===== config.mk =====
export PLATFORM = sky130hd
export DESIGN_NAME = traffic_signal_monitor
export DESIGN_NICKNAME = d
export VERILOG_FILES = /design/src/rtl/traffic_pkg.sv /design/src/rtl/seg7_to_bcd.sv /design/src/rtl/traffic_signal_monitor.sv
export SDC_FILE = /design/constraint.sdc
export NUM_CORES = 1
export LEC_CHECK = 0
export CORE_UTILIZATION = 45
export DETAILED_ROUTE_END_ITERATION = 8
export GPL_ROUTABILITY_DRIVEN = 0
export PLACE_DENSITY = 0.69
export RECOVER_POWER = 25
export SETUP_SLACK_MARGIN = 0.2
export SLEW_MARGIN = 20
export SYNTH_ARGS = -nofsm -noshare
export SYNTH_HDL_FRONTEND = slang
export SYNTH_HIERARCHICAL = 1
export SYNTH_SLANG_ARGS = --single-unit

===== constraint.sdc =====
create_clock -name CLK -period 4.98 [get_ports CLK]
set_input_delay 0.996 -clock CLK [delete_from_list [all_inputs] [get_ports CLK]]
set_output_delay 0.996 -clock CLK [all_outputs]
set_load 0.01 [all_outputs]

===== src/rtl/traffic_pkg.sv =====
// rtl/traffic_pkg.sv - shared encodings for the traffic signal monitor
package traffic_pkg;

  localparam logic [6:0] SEG_0     = 7'b0111111;
  localparam logic [6:0] SEG_1     = 7'b0000110;
  localparam logic [6:0] SEG_2     = 7'b1011011;
  localparam logic [6:0] SEG_3     = 7'b1001111;
  localparam logic [6:0] SEG_4     = 7'b1100110;
  localparam logic [6:0] SEG_5     = 7'b1101101;
  localparam logic [6:0] SEG_6     = 7'b1111101;
  localparam logic [6:0] SEG_7     = 7'b0000111;
  localparam logic [6:0] SEG_8     = 7'b1111111;
  localparam logic [6:0] SEG_9     = 7'b1101111;
  localparam logic [6:0] SEG_BLANK = 7'b0000000;

  typedef enum logic [2:0] {
    PH_UNKNOWN = 3'd0,
    PH_NS_GO   = 3'd1,
    PH_WE_GO   = 3'd2,
    PH_ALL_RED = 3'd3,
    PH_FAULT   = 3'd4
  } phase_e;

  typedef enum logic [1:0] {GO_NONE, GO_NS, GO_WE} last_go_e;

  typedef enum logic [1:0] {CLS_NSGO, CLS_WEGO, CLS_ALLRED, CLS_BAD} lamp_cls_e;

  localparam logic [2:0] FE_NONE     = 3'd0;
  localparam logic [2:0] FE_CONFLICT = 3'd1;
  localparam logic [2:0] FE_SEG      = 3'd2;
  localparam logic [2:0] FE_STEP     = 3'd3;
  localparam logic [2:0] FE_MISMATCH = 3'd4;
  localparam logic [2:0] FE_STALL    = 3'd5;

  function automatic logic [6:0] bcd2bin(input logic [3:0] tens, input logic [3:0] units);
    return ({3'b000, tens} * 7'd10) + {3'b000, units};
  endfunction

endpackage


===== src/rtl/seg7_to_bcd.sv =====
// rtl/seg7_to_bcd.sv - combinational seven-segment to decimal digit decoder
module seg7_to_bcd
  import traffic_pkg::*;
(
  input  logic [6:0] seg_i,
  output logic [3:0] digit_o,
  output logic       valid_o
);

  always_comb begin
    digit_o = 4'd0;
    valid_o = 1'b1;
    case (seg_i)
      SEG_0:   digit_o = 4'd0;
      SEG_1:   digit_o = 4'd1;
      SEG_2:   digit_o = 4'd2;
      SEG_3:   digit_o = 4'd3;
      SEG_4:   digit_o = 4'd4;
      SEG_5:   digit_o = 4'd5;
      SEG_6:   digit_o = 4'd6;
      SEG_7:   digit_o = 4'd7;
      SEG_8:   digit_o = 4'd8;
      SEG_9:   digit_o = 4'd9;
      default: valid_o = 1'b0;
    endcase
  end

endmodule


===== src/rtl/traffic_signal_monitor.sv =====
// rtl/traffic_signal_monitor.sv - checks lamp and countdown outputs of a traffic controller
module traffic_signal_monitor
  import traffic_pkg::*;
#(
  parameter int HOLD_MAX = 1000,
  parameter int HOLD_W   = 16
) (
  input  logic       CLK,
  input  logic       RESET,
  input  logic       clr,
  input  logic       GSN1,
  input  logic       GSN2,
  input  logic       GWE1,
  input  logic       GWE2,
  input  logic       RNS,
  input  logic       RWE,
  input  logic [6:0] SN1D1,
  input  logic [6:0] SN1D2,
  input  logic [6:0] SN2D1,
  input  logic [6:0] SN2D2,
  input  logic [6:0] WE1D1,
  input  logic [6:0] WE1D2,
  input  logic [6:0] WE2D1,
  input  logic [6:0] WE2D2,
  output logic [2:0] phase,
  output logic [6:0] ns_count,
  output logic [6:0] we_count,
  output logic       err_conflict,
  output logic       err_seg,
  output logic       err_step,
  output logic       err_mismatch,
  output logic       err_stall,
  output logic       fault,
  output logic [2:0] first_err
);

  localparam logic [HOLD_W-1:0] HMAX = HOLD_W'(HOLD_MAX);

  logic [5:0]      lamp_q;
  logic [7:0][6:0] seg_q;
  logic            clr_q, s1_vld_q;

  phase_e          phase_q, phase_d;
  last_go_e        last_go_q, last_go_d;
  logic            phase_chg_q, prev_valid_q, fault_q, fault_d;
  logic [6:0]      ns_q, we_q;
  logic [HOLD_W-1:0] hold_ns_q, hold_ns_d, hold_we_q, hold_we_d;
  logic [2:0]      first_q, first_d, err_code;
  logic            conf_q, seg_err_q, step_q, mism_q, stall_q;

  logic [7:0][3:0] dig;
  logic [7:0]      dv;

  for (genvar g = 0; g < 8; g++) begin : g_dec
    seg7_to_bcd u_dec (.seg_i(seg_q[g]), .digit_o(dig[g]), .valid_o(dv[g]));
  end

  logic       gn, gw, rns, rwe, seg_ok, chk, conflict, blocked, phase_chg, reload;
  logic       ns_chg, we_chg, stall_ns, stall_we;
  logic       conf_d, seg_err_d, step_d, mism_d, stall_d, any_err;
  logic [6:0] sn1_v, sn2_v, we1_v, we2_v, ns_dec, we_dec;
  lamp_cls_e  cls;

  always_comb begin
    gn     = lamp_q[5] | lamp_q[4];
    gw     = lamp_q[3] | lamp_q[2];
    rns    = lamp_q[1];
    rwe    = lamp_q[0];
    if (gn && !gw && rwe && !rns)      cls = CLS_NSGO;
    else if (gw && !gn && rns && !rwe) cls = CLS_WEGO;
    else if (!gn && !gw && rns && rwe) cls = CLS_ALLRED;
    else                               cls = CLS_BAD;
    seg_ok = &dv;
    chk    = s1_vld_q && seg_ok;
    sn1_v  = bcd2bin(dig[0], dig[1]);
    sn2_v  = bcd2bin(dig[2], dig[3]);
    we1_v  = bcd2bin(dig[4], dig[5]);
    we2_v  = bcd2bin(dig[6], dig[7]);
  end

  // A GO may not follow ALL_RED when it was also the GO before ALL_RED.
  always_comb begin
    phase_d   = phase_q;
    last_go_d = last_go_q;
    conflict  = 1'b0;
    blocked   = (phase_q == PH_FAULT) && !clr_q;
    if (!s1_vld_q) begin
      phase_d = phase_q;
    end else if (cls == CLS_BAD) begin
      phase_d  = PH_FAULT;
      conflict = 1'b1;
    end else if (!blocked) begin
      case (cls)
        CLS_NSGO: begin
          if (phase_q == PH_ALL_RED && last_go_q == GO_NS) begin
            phase_d  = PH_FAULT;
            conflict = 1'b1;
          end else begin
            phase_d   = PH_NS_GO;
            last_go_d = GO_NS;
          end
        end
        CLS_WEGO: begin
          if (phase_q == PH_ALL_RED && last_go_q == GO_WE) begin
            phase_d  = PH_FAULT;
            conflict = 1'b1;
          end else begin
            phase_d   = PH_WE_GO;
            last_go_d = GO_WE;
          end
        end
        default: begin
          phase_d = PH_ALL_RED;
          if (phase_q == PH_UNKNOWN || phase_q == PH_FAULT) last_go_d = GO_NONE;
        end
      endcase
    end
  end

  always_comb begin
    phase_chg = (phase_d != phase_q);
    reload    = phase_chg || phase_chg_q;
    ns_dec    = ns_q - 7'd1;
    we_dec    = we_q - 7'd1;
    ns_chg    = chk && (sn1_v != ns_q);
    we_chg    = chk && (we1_v != we_q);
    conf_d    = conflict;
    seg_err_d = s1_vld_q && !seg_ok;
    step_d    = chk && prev_valid_q && !reload &&
                ((ns_chg && sn1_v != ns_dec) || (we_chg && we1_v != we_dec));
    mism_d    = chk && ((sn1_v != sn2_v) || (we1_v != we2_v));

    hold_ns_d = hold_ns_q;
    stall_ns  = 1'b0;
    if (ns_chg || phase_chg) hold_ns_d = '0;
    else if (chk && hold_ns_q != HMAX) begin
      hold_ns_d = hold_ns_q + 1'b1;
      stall_ns  = (hold_ns_d == HMAX);
    end
    hold_we_d = hold_we_q;
    stall_we  = 1'b0;
    if (we_chg || phase_chg) hold_we_d = '0;
    else if (chk && hold_we_q != HMAX) begin
      hold_we_d = hold_we_q + 1'b1;
      stall_we  = (hold_we_d == HMAX);
    end
    stall_d = stall_ns || stall_we;

    if (conf_d)         err_code = FE_CONFLICT;
    else if (seg_err_d) err_code = FE_SEG;
    else if (step_d)    err_code = FE_STEP;
    else if (mism_d)    err_code = FE_MISMATCH;
    else if (stall_d)   err_code = FE_STALL;
    else                err_code = FE_NONE;
    any_err = (err_code != FE_NONE);
    // clr wipes the old sticky state, but an error in the same cycle still lands.
    fault_d = clr_q ? any_err : (fault_q || any_err);
    first_d = (clr_q || first_q == FE_NONE) ? err_code : first_q;
  end

  always_ff @(posedge CLK or negedge RESET) begin
    if (!RESET) begin
      lamp_q       <= '0;
      seg_q        <= '0;
      clr_q        <= 1'b0;
      s1_vld_q     <= 1'b0;
      phase_q      <= PH_UNKNOWN;
      last_go_q    <= GO_NONE;
      phase_chg_q  <= 1'b0;
      prev_valid_q <= 1'b0;
      ns_q         <= '0;
      we_q         <= '0;
      hold_ns_q    <= '0;
      hold_we_q    <= '0;
      fault_q      <= 1'b0;
      first_q      <= FE_NONE;
      conf_q       <= 1'b0;
      seg_err_q    <= 1'b0;
      step_q       <= 1'b0;
      mism_q       <= 1'b0;
      stall_q      <= 1'b0;
    end else begin
      lamp_q       <= {GSN1, GSN2, GWE1, GWE2, RNS, RWE};
      seg_q        <= {WE2D2, WE2D1, WE1D2, WE1D1, SN2D2, SN2D1, SN1D2, SN1D1};
      clr_q        <= clr;
      s1_vld_q     <= 1'b1;
      phase_q      <= phase_d;
      last_go_q    <= last_go_d;
      phase_chg_q  <= phase_chg;
      if (chk) begin
        prev_valid_q <= 1'b1;
        ns_q         <= sn1_v;
        we_q         <= we1_v;
      end
      hold_ns_q    <= hold_ns_d;
      hold_we_q    <= hold_we_d;
      fault_q      <= fault_d;
      first_q      <= first_d;
      conf_q       <= conf_d;
      seg_err_q    <= seg_err_d;
      step_q       <= step_d;
      mism_q       <= mism_d;
      stall_q      <= stall_d;
    end
  end

  assign phase        = phase_q;
  assign ns_count     = ns_q;
  assign we_count     = we_q;
  assign err_conflict = conf_q;
  assign err_seg      = seg_err_q;
  assign err_step     = step_q;
  assign err_mismatch = mism_q;
  assign err_stall    = stall_q;
  assign fault        = fault_q;
  assign first_err    = first_q;

endmodule


Word level (Yosys, flattened, before mapping)
Index checks and enable logic that the tools add are counted.
Widths: inputs -> output; s select.
- bits in registers: 126
- bits of input ports: 65
- output and inout bits: 26
- add/subtract/negate cells: 8
- multiply operators: 4
- eq/ne operators: 99
- mux-type cells: 49
- bitwise operators: 4
- reduce and logical (&&, ||, !) cells: 57
- operators with widths (cell ; number):
    $eq 7x7->1 const B ; 56
    $pmux 4 s9 ; 8
    $eq 7x3->1 const B ; 16
    $reduce_or 10->1 ; 8
    $mux 16 ; 4
    $eq 7x6->1 const B ; 8
    $ne 7x7->1 ; 6
    $add 16x1->16 const B ; 2
    $eq 16x10->1 const B ; 2
    $ne 16x10->1 const B ; 2
    $mux 3 ; 10
    $add 7x4->7 ; 4
    $logic_and 1x1->1 ; 24
    $mul 4x3->6 const B ; 4
    $mux 1 ; 19
    $sub 7x1->7 const B ; 2
    $mux 2 ; 5
    $logic_or 1x1->1 ; 9
    $reduce_and 8->1 ; 1
    $logic_not 1->1 ; 7
    $logic_not 3->1 ; 2
    $pmux 3 s2 ; 1
    $reduce_and 6->1 ; 1
    $reduce_bool 3->1 ; 2
    other kinds (12) ; 18

Depth between registers and ports, before layout
Gate-level depths: netlist of the first run.
- depth after elaboration: 25
- mapped depth: 16

By module
Netlist of the first run, hierarchy kept.
- by module, submodules not included (module ; times used ; cells an instance ; area each (sq um) ; sequential area each (sq um)):
    traffic_signal_monitor ; 1 ; 627 ; 6769.0 ; 3153.0
    seg7_to_bcd ; 8 ; 32 ; 201.4 ; 0.0

Worst setup path before layout of the first run
No wires, ideal clock.
- path kind: register -> register
- start point: register seg_q[5] (netlist name)
- end point: register first_q[2], in the netlist first_err[2]
- library setup time: 0.067 ns
- arrival time: 3.743 ns
- required time: 4.913 ns
- setup slack: 1.170 ns
- cell stages (with the launch flop): 16
- buffers on the path: 1
- period minus slack after synthesis: 3.810 ns
- cells stage by stage: dfrtp_1 -> buf_2 -> or3b_1 -> a21oi_1 -> a21o_1 -> ha_1 -> ha_1 -> fa_1 -> o211ai_1 -> nor2_2 -> xnor3_1 -> or4_4 -> o41ai_2 -> nor2_1 -> nor3_2 -> a32o_1
- RTL lines (what ; line ; source):
    start, declared ; traffic_signal_monitor.sv:40 ; logic [7:0][6:0] seg_q;
    start signal, assigned ; traffic_signal_monitor.sv:184 ; seg_q <= {WE2D2, WE2D1, WE1D2, WE1D1, SN2D2, SN2D1, SN1D2, SN1D1};
    end signal, assigned ; traffic_signal_monitor.sv:198 ; first_q <= first_d;
    end, declared ; traffic_signal_monitor.sv:48 ; logic [2:0] first_q, first_d, err_code;

==> results of run 1 <==
per-layer routing:
layer / global-route usage (%) / up-vias / share of wire, %
li1: - / 3295 / -
met1: 26.9 / 3233 / 47
met2: 33.1 / 119 / 48
met5: 0 / - / 0
met3: 5.23 / 23 / 4.3
met4: 5.74 / 0 / 1.5
cells by family (layout without fill, tap and decap cells):
kind of cell               after synthesis  after routing  synth area share (%)
and+or+nand+nor                        380            380                  24.8
AOI/OAI and AO/OA                      167            167                  14.6
DFF                                    126            126                  37.6
xor gates and xnor gates                99             99                  11.6
buffers and inverters                   68            161                  4.31
adders and majority gates               40             40                  6.69
muxes                                    2              2                 0.239
other                                    1              1                0.0447
critical path, stage by stage, from the launching register on:
cell,delay [ns]
sky130_fd_sc_hd__dfrtp_1,0.49
sky130_fd_sc_hd__or3b_1,0.41
sky130_fd_sc_hd__a21oi_1,0.13
sky130_fd_sc_hd__a21o_1,0.18
sky130_fd_sc_hd__ha_1,0.25
sky130_fd_sc_hd__ha_1,0.21
sky130_fd_sc_hd__fa_1,0.55
sky130_fd_sc_hd__o211ai_1,0.12
sky130_fd_sc_hd__nor2_2,0.16
sky130_fd_sc_hd__xnor3_1,0.39
sky130_fd_sc_hd__o41ai_2,0.40
sky130_fd_sc_hd__nand4_1,0.16
sky130_fd_sc_hd__a21o_1,0.19
sky130_fd_sc_hd__o32a_1,0.31
sky130_fd_sc_hd__o21ai_1,0.07
layout by cell type, fill, tap and decap left out, types with 9 or more instances in the layout:
| master | instances |
|---|---|
| sky130_fd_sc_hd__a211oi_1 | 9 |
| sky130_fd_sc_hd__a21o_1 | 14 |
| sky130_fd_sc_hd__a21oi_1 | 37 |
| sky130_fd_sc_hd__a31oi_1 | 10 |
| sky130_fd_sc_hd__and3_1 | 9 |
| sky130_fd_sc_hd__clkbuf_16 | 17 |
| sky130_fd_sc_hd__clkdlybuf4s50_1 | 26 |
| sky130_fd_sc_hd__dfrtp_1 | 126 |
| sky130_fd_sc_hd__dlygate4sd3_1 | 63 |
| sky130_fd_sc_hd__ha_1 | 32 |
| sky130_fd_sc_hd__inv_1 | 35 |
| sky130_fd_sc_hd__nand2_1 | 66 |
| sky130_fd_sc_hd__nand2b_1 | 16 |
| sky130_fd_sc_hd__nand3_1 | 48 |
| sky130_fd_sc_hd__nand3b_1 | 17 |
| sky130_fd_sc_hd__nand4_1 | 16 |
| sky130_fd_sc_hd__nor2_1 | 86 |
| sky130_fd_sc_hd__nor3_1 | 35 |
| sky130_fd_sc_hd__nor4_1 | 10 |
| sky130_fd_sc_hd__o21ai_0 | 21 |
| sky130_fd_sc_hd__o21bai_1 | 10 |
| sky130_fd_sc_hd__or2_2 | 9 |
| sky130_fd_sc_hd__or3_1 | 9 |
| sky130_fd_sc_hd__or3b_1 | 16 |
| sky130_fd_sc_hd__xnor2_1 | 45 |
| sky130_fd_sc_hd__xor2_1 | 46 |
state kept, by name (all words and copies together) (netlist names), 2 cells and up:
name       count
phase          3
seg_q         56
ns_count       7
we_count       7
first_err      3
last_go_q      2
hold_we_q     16
hold_ns_q     16
lamp_q         6
path summary, 6_finish.rpt:
kind	slack, ns	cells past startpoint	from	end
max in group asynchronous	1.52	1	RESET	seg_q[32]
hold / removal	0.46	1	prev_valid_q	prev_valid_q
setup reg to reg	0.90	14	seg_q[5]	first_err[0]
setup / recovery	0.90	14	seg_q[5]	first_err[0]
hold reg to reg	0.46	1	prev_valid_q	prev_valid_q
min in group asynchronous	1.64	1	RESET	seg_q[20]
area by class of cell:
| cell class | instances | area (um2) | share of cell area (%) |
|---|---|---|---|
| well taps | 229 | 287 | 2.88 |
| clock buffers | 21 | 480 | 4.83 |
| clock inverters | 11 | 106 | 1.07 |
| flip-flops and latches | 126 | 3150 | 31.7 |
| inverters | 35 | 131 | 1.32 |
| repair buffers | 94 | 925 | 9.29 |
| multi-input cells | 689 | 4870 | 48.9 |
report_power, final:
group	internal [W]	switching (W)	total, W
Combinational	0.000120	0.000114	0.000233
Sequential	0.00106	0.0000569	0.00111
Clock	0.000743	0.000475	0.00122
stage by stage:
step,hold WS [ns],util [%],area (um2),total power [W]
floorplan,0.425,-,8380,0.00127
global placement,0.449,51.8,9370,0.00137
detailed placement,0.452,51.8,9370,0.00137
CTS,0.464,55.0,9950,0.00260
global route,0.481,55.0,9950,0.00267
finish,0.463,55.0,9950,0.00256
==> impl.org, run 1 <==
** Outcome
- The flow ran to the end, but the final reports show violations.
- Violations in the final reports :: design-rule violations, max-capacitance violations, max-slew violations

** Placement
- Post-DP HPWL :: 13700 um
- Before CTS, the worst setup slack after placement is 0.917 ns.
- Number of buffers inserted by port buffering :: 90
- After detailed placement, the design holds a cell count of 1173.

** Final layout
- At the end of the flow, the number of nets in the layout was 1068.
- Count of filler cells inserted in the layout :: 1589
- Area added between synthesis and finish :: 18.7%
- The repair_antennas step left the layout with diodes totalling 0.
- Once layout is complete, the cells apart from fillers number 1205.
- In the final layout, the share of cells above drive strength 1 is 7.48%.

** Floorplan
- In this run the standard cell core region covers 18100 um2.
- The initialized floorplan defines 49 standard-cell rows.
- The floorplan step defined a die boundary enclosing 19200 um2.
- Starting density of the core :: 46.3%
- In this run the vertical extent of the chip is 138 um.
- Top Ports :: 91
- Die Width :: 138 um

** Detailed routing
- After detailed routing, the number of vias per cell comes to 5.54.
- Summing over every cut layer, the via total after detailed routing is 6670.
- Post-route DRC violation count :: 14
- Detailed-route wire length per cell :: 15.3 um
- Wires add up to 18400 um.
- TritonRoute pass-1 iters :: 7
- Post-route antenna net violation count :: 0
- In this run, the number of DRC markers left after iteration 0 of detailed routing was 475.

** Clocking
- After clock tree synthesis, the clock-pin slew on the worst setup and hold paths is 0.06 ns.
- The clock tree synthesis step divided the H-tree into 4 levels.
- Master cell of the clock root buffer :: sky130_fd_sc_hd__clkbuf_16
- Buffers added to address setup during post-CTS repair amount to 0.
- Gates resized during post-CTS repair numbered 0.
- Clock tree from TritonCTS :: yes
- Buffers inserted during clock tree synthesis total 17.
- Clock Sinks :: 126
- Number of buffers inserted for hold repair after clock tree synthesis :: 0
- Clock latency of the later-clocked register in the worst-skew pair :: 0.42 ns
- The longest clock path from root to sink contains 2 buffers.

** Yosys
- A synthesized cell averages 9.49 um2.
- Ranked by total cell area, the synthesized netlist is headed by sky130_fd_sc_hd__dfrtp_1 (38%), sky130_fd_sc_hd__xor2_1 (4.8%), sky130_fd_sc_hd__ha_1 (4.8%), sky130_fd_sc_hd__xnor2_1 (4.7%), sky130_fd_sc_hd__nor2_1 (3.9%).
- Sequential fraction of the synthesis area :: 37.6%
- In the synthesized netlist, the number of instances is 883.
- When the netlist entered floorplanning its net count stood at 988.
- Of all cell types, the one taking the most synthesized area is sky130_fd_sc_hd__dfrtp_1.
- Post-synth EDFFs :: 0
- Dominant synthesized flop cell :: sky130_fd_sc_hd__dfrtp_1
- After synthesis, the share of flip-flops with an asynchronous set or reset is 100%.
- sky130_fd_sc_hd__dfrtp_1 is the most common cell in the netlist.
- Summing every instance area after synthesis gives 8380 um2.
- Synthesis inferred 126 register bits.
- The Yosys step of the flow raised 6 warnings.
- The share of synthesized area in the top cell type comes to 37.6%.
- Yosys mapped the design onto 86 distinct sky130hd cell types.
- Synth top cells by count :: sky130_fd_sc_hd__dfrtp_1 (126), sky130_fd_sc_hd__nor2_1 (86), sky130_fd_sc_hd__nand2_1 (66)

** Global routing
- The number of global-route vias before repair came to 6440.
- Maximum number of pins on one net before global-route repair :: 58
- Antenna violations before repair :: 0
- Global-route wire length before repair :: 31400 um
- Global-route usage over all layers :: 20.4%
- GRT Residual Overflow :: 0

** Timing
- For the pin with the worst max-slew slack, the measured transition is 3.20 ns.
- Setup violations remaining at the end of the flow were counted as 0.
- Unrepaired setup endpoints after global routing :: no
- Final Hold Fails :: 0
- Setup total negative slack on the finished layout was measured at 0 ns.
- The worst path needs 4.08 ns of the cycle, external delays included.
- Setup slack of the critical path after layout :: 0.897 ns
- After layout, the worst path uses 82.0% of the clock period.
- The max-slew violation total from the final report came to 58.
- Derived from the worst setup path, the maximum achievable clock frequency is 0.245 GHz.
- The clock arrives with 0.0119 ns of skew.
- The worst pin sits at a relative slew slack of -113%.

** Flow run
- Number of maximum-capacitance constraint violations :: 1

** Worst setup path
- Arrival time of data at the critical path endpoint :: 4.43 ns
- Critical-path maximum fanout :: 11
- The worst setup path is launched from a flip-flop.
- By startpoint and endpoint, the worst setup path is classified as reg -> reg.
- Crit end category :: flip-flop
- For the worst setup path, the data required time is 5.33 ns.

** Hold path
- Min-Delay Path Class :: reg -> reg

** Pwr
- In this run the power density over the cells is 258 nW/um2.
- Max rail drop VDD :: 0.000209 V
- Static Leak :: 4.20 nW
Power figures use the tool's default switching activity.
==> run 2, diff against run 1 <==
Clock period 4.98 ns to 3.95 ns, I/O delays scaled along.
==> impl.org, run 2 (synthesis results as in run 1) <==
** Outcome
- Outcome :: finished with violations
- Violations in the final reports :: design-rule violations, max-capacitance violations, max-slew violations

** Worst setup path
- Counting both buffers and inverters, the worst setup path holds a total of 1.
- For the worst setup path, the data required time is 4.32 ns.
- The worst setup path is launched from a flip-flop.
- The critical path goes through or3b_1 > a21oi_2 > a21o_1 > ha_1 > ha_2 > fa_1 > buf_4 > xor3_2 > or4_4 > o41ai_4 > nor2_2 > nor3_2 > a32o_1.
- In this run the critical register-to-register path is launched from seg_q[2].
- For this design, the slowest cell found on the critical path is sky130_fd_sc_hd__or4_4.
- STA puts the critical path data arrival time at 4.13 ns.
- On the worst path, the slowest cell contributes a delay of 0.58 ns.
- By startpoint and endpoint, the worst setup path is classified as reg -> reg.
- Launch point of the worst path :: seg_q[2]
- Crit end category :: flip-flop
- Along the worst path, the maximum fanout reaches 3.
- The cell family contributing the most delay on the critical path is simple AND/OR/NAND/NOR gates.

** Detailed routing
- In the routed layout, each cell is associated on average with a via count of 5.57.
- For this run, design rule violations remaining after detail routing come to 15.
- In this run the remaining antenna-violating nets after routing total 0.
- DRT iter0 DRCs :: 465
- Wire length after detailed routing :: 18800 um
- TritonRoute pass-1 iters :: 7
- Detailed-route wire length per cell :: 15.3 um
- Routed via count :: 6858

** Final layout
- The library cell used most frequently in the layout, excluding fill and tap cells, is sky130_fd_sc_hd__dfrtp_1.
- Cells with a size suffix above 1 make up 12.5% of the layout.
- At the end of the flow the core is filled with cells to 56.8%.
- Commonest cells after routing, fill and taps aside :: sky130_fd_sc_hd__dfrtp_1 (122), sky130_fd_sc_hd__nor2_1 (85), sky130_fd_sc_hd__nand2_1 (66), sky130_fd_sc_hd__dlygate4sd3_1 (63), sky130_fd_sc_hd__nand3_1 (48)
- Diode insertion count for antenna repair :: 0
- Total Nets Final :: 1094
- In the final layout, the multi-input gates occupy 4980 um2.
- Registers take 3160 um2.
- The largest registers in the layout are seg_q: 56 flops, hold_ns_q: 16 flops, hold_we_q: 16 flops.
- The register with the most flip-flops in the layout has 56 of them.
- Area added between synthesis and finish :: 22.5%
- Count of filler cells inserted in the layout :: 1570
- Largest Register :: seg_q

** Timing
- Setup violation total in the final timing report :: 0
- Max Transition Viols Final :: 76
- Skew final :: 0.0124 ns
- Highest achievable clock rate :: 0.266 GHz
- Ratio of final minimum period to clock period :: 95.1%
- Post-Route Setup TNS :: 0 ns
- Unrepaired setup endpoints after global routing :: yes
- Time the final worst path needs with I/O delays and setup :: 3.76 ns
- Final Hold Fails :: 0
- Worst-case headroom to the max-slew limit :: -25.9%
- For the pin with the worst max-slew slack, the measured transition is 1.89 ns.

** Global routing
- After global routing the overflow that remains totals 0.
- Global-route usage over all layers :: 21.1%
- Via count of the first global-routing pass :: 6563
- The first global-routing pass estimated 32300 um of wire.
- Maximum number of pins on one net before global-route repair :: 76
- Antenna violations before repair :: 0

** Floorplan
- Die Width :: 138 um
- The die covers 19200 um2.
- In this run the count of I/O pins placed on the die edge is 91.
- In this run the vertical extent of the chip is 138 um.
- In this run the core area contains 49 standard-cell rows.
- Std-Cell Core Area :: 18100 um2
- The initial utilization of the core area, before any placement, comes to 46.3%.

** Pwr
- Combinational fraction of design power :: 9.8%
- For this design the ratio of total power to cell area is 323 nW/um2.
- In this run the power spent charging and discharging nets is 0.000861 W.
- The worst-case IR drop observed on VDD is 0.000281 V.
- Clock share of power :: 48.0%
- Static Leak :: 4.38 nW
- Switching power as a share of total power :: 26.0%
- Power share of the sequential group :: 42.2%
- The design draws 0.00331 W.
- The internal power of the cells totals 0.00245 W.

** Flow run
- The tool flagged a number of max-cap violations equal to 1.

** Placement
- Detailed placement ended at an HPWL of 13600 um.
- Number of buffers inserted by port buffering :: 90

** Clocking
- Number of buffers inserted for hold repair after clock tree synthesis :: 0
- The H-tree was split into 4 levels.
- Clock-pin slew on the worst setup and hold paths :: 0.06 ns
- Clock tree synthesis inserted a total of 17 buffers.
- Clock tree from TritonCTS :: yes
- The cell sitting at the root of the clock tree is a sky130_fd_sc_hd__clkbuf_16.
- The longest clock path from root to sink contains 2 buffers.
- Clock latency of the later-clocked register in the worst-skew pair :: 0.43 ns
- The tree built by TritonCTS fans out to 126 sinks.

** Hold path
- In this run the most critical hold path is launched from prev_valid_q.
- Min-Delay Path Class :: reg -> reg
run 2: area by class of cell:
class	instances	share of cell area, %
repair buffers	120	10.9
multi-input cells	689	48.5
clock buffers	18	4.28
clock inverters	14	1.49
flip-flops and latches	126	30.8
inverters	35	1.28
well taps	229	2.79
run 2: what timing repair did:
| action | 4_1_cts | 5_1_grt |
|---|---|---|
| setup endpoints to repair | 4 | 9 |
| cloned | 0 | 0 |
| pin swaps | 11 | 16 |
| buffers inserted | 5 | 5 |
| gates resized for setup | 10 | 16 |
run 2: path summary, 6_finish.rpt:
check	to	slack [ns]	depth (start not counted)
hold reg to reg	prev_valid_q	0.47	1
setup / recovery	first_err[2]	0.19	13
max in group asynchronous	seg_q[6]	1.87	1
hold / removal	prev_valid_q	0.47	1
min in group asynchronous	seg_q[15]	0.86	1
setup reg to reg	first_err[2]	0.19	13
run 2: per-stage QoR:
step | cells | hold slack (ns) | worst slack, ns | area [um2]
floorplan | 883 | 0.425 | 0.206 | 8380
global placement | 1189 | 0.445 | 0.170 | 9490
detailed placement | 1189 | 0.446 | 0.0878 | 9490
CTS | 1226 | 0.465 | 0.207 | 10200
global route | 1231 | 0.470 | 0.0568 | 10300
finish | 1231 | 0.472 | 0.194 | 10300
run 2: power groups by stage:
stage	Clock (W)	Combinational, W	Sequential (W)
global route	0.00169	0.000360	0.00141
CTS	0.00163	0.000331	0.00140
floorplan	0	0.000204	0.00140
detailed placement	0	0.000326	0.00142
finish	0.00159	0.000323	0.00140
global placement	0	0.000323	0.00142
run 2: layer usage:
metal / track usage, % / share of wire, % / up-vias
li1: - / - / 3352
met5: 0 / 0 / -
met4: 6.09 / 1.5 / 0
met1: 28.3 / 46 / 3323
met2: 33.6 / 47 / 159
met3: 5.20 / 4.8 / 24
run 2: worst register-to-register path: cells and delay by family, from the launching register on:
family                     cells  cell delay [ns]
and+or+nand+nor                4             1.25
DFF                            1             0.37
adders and majority gates      3             0.93
xor gates and xnor gates       1             0.47
buffers and inverters          1             0.12
AOI/OAI and AO/OA              4             0.56
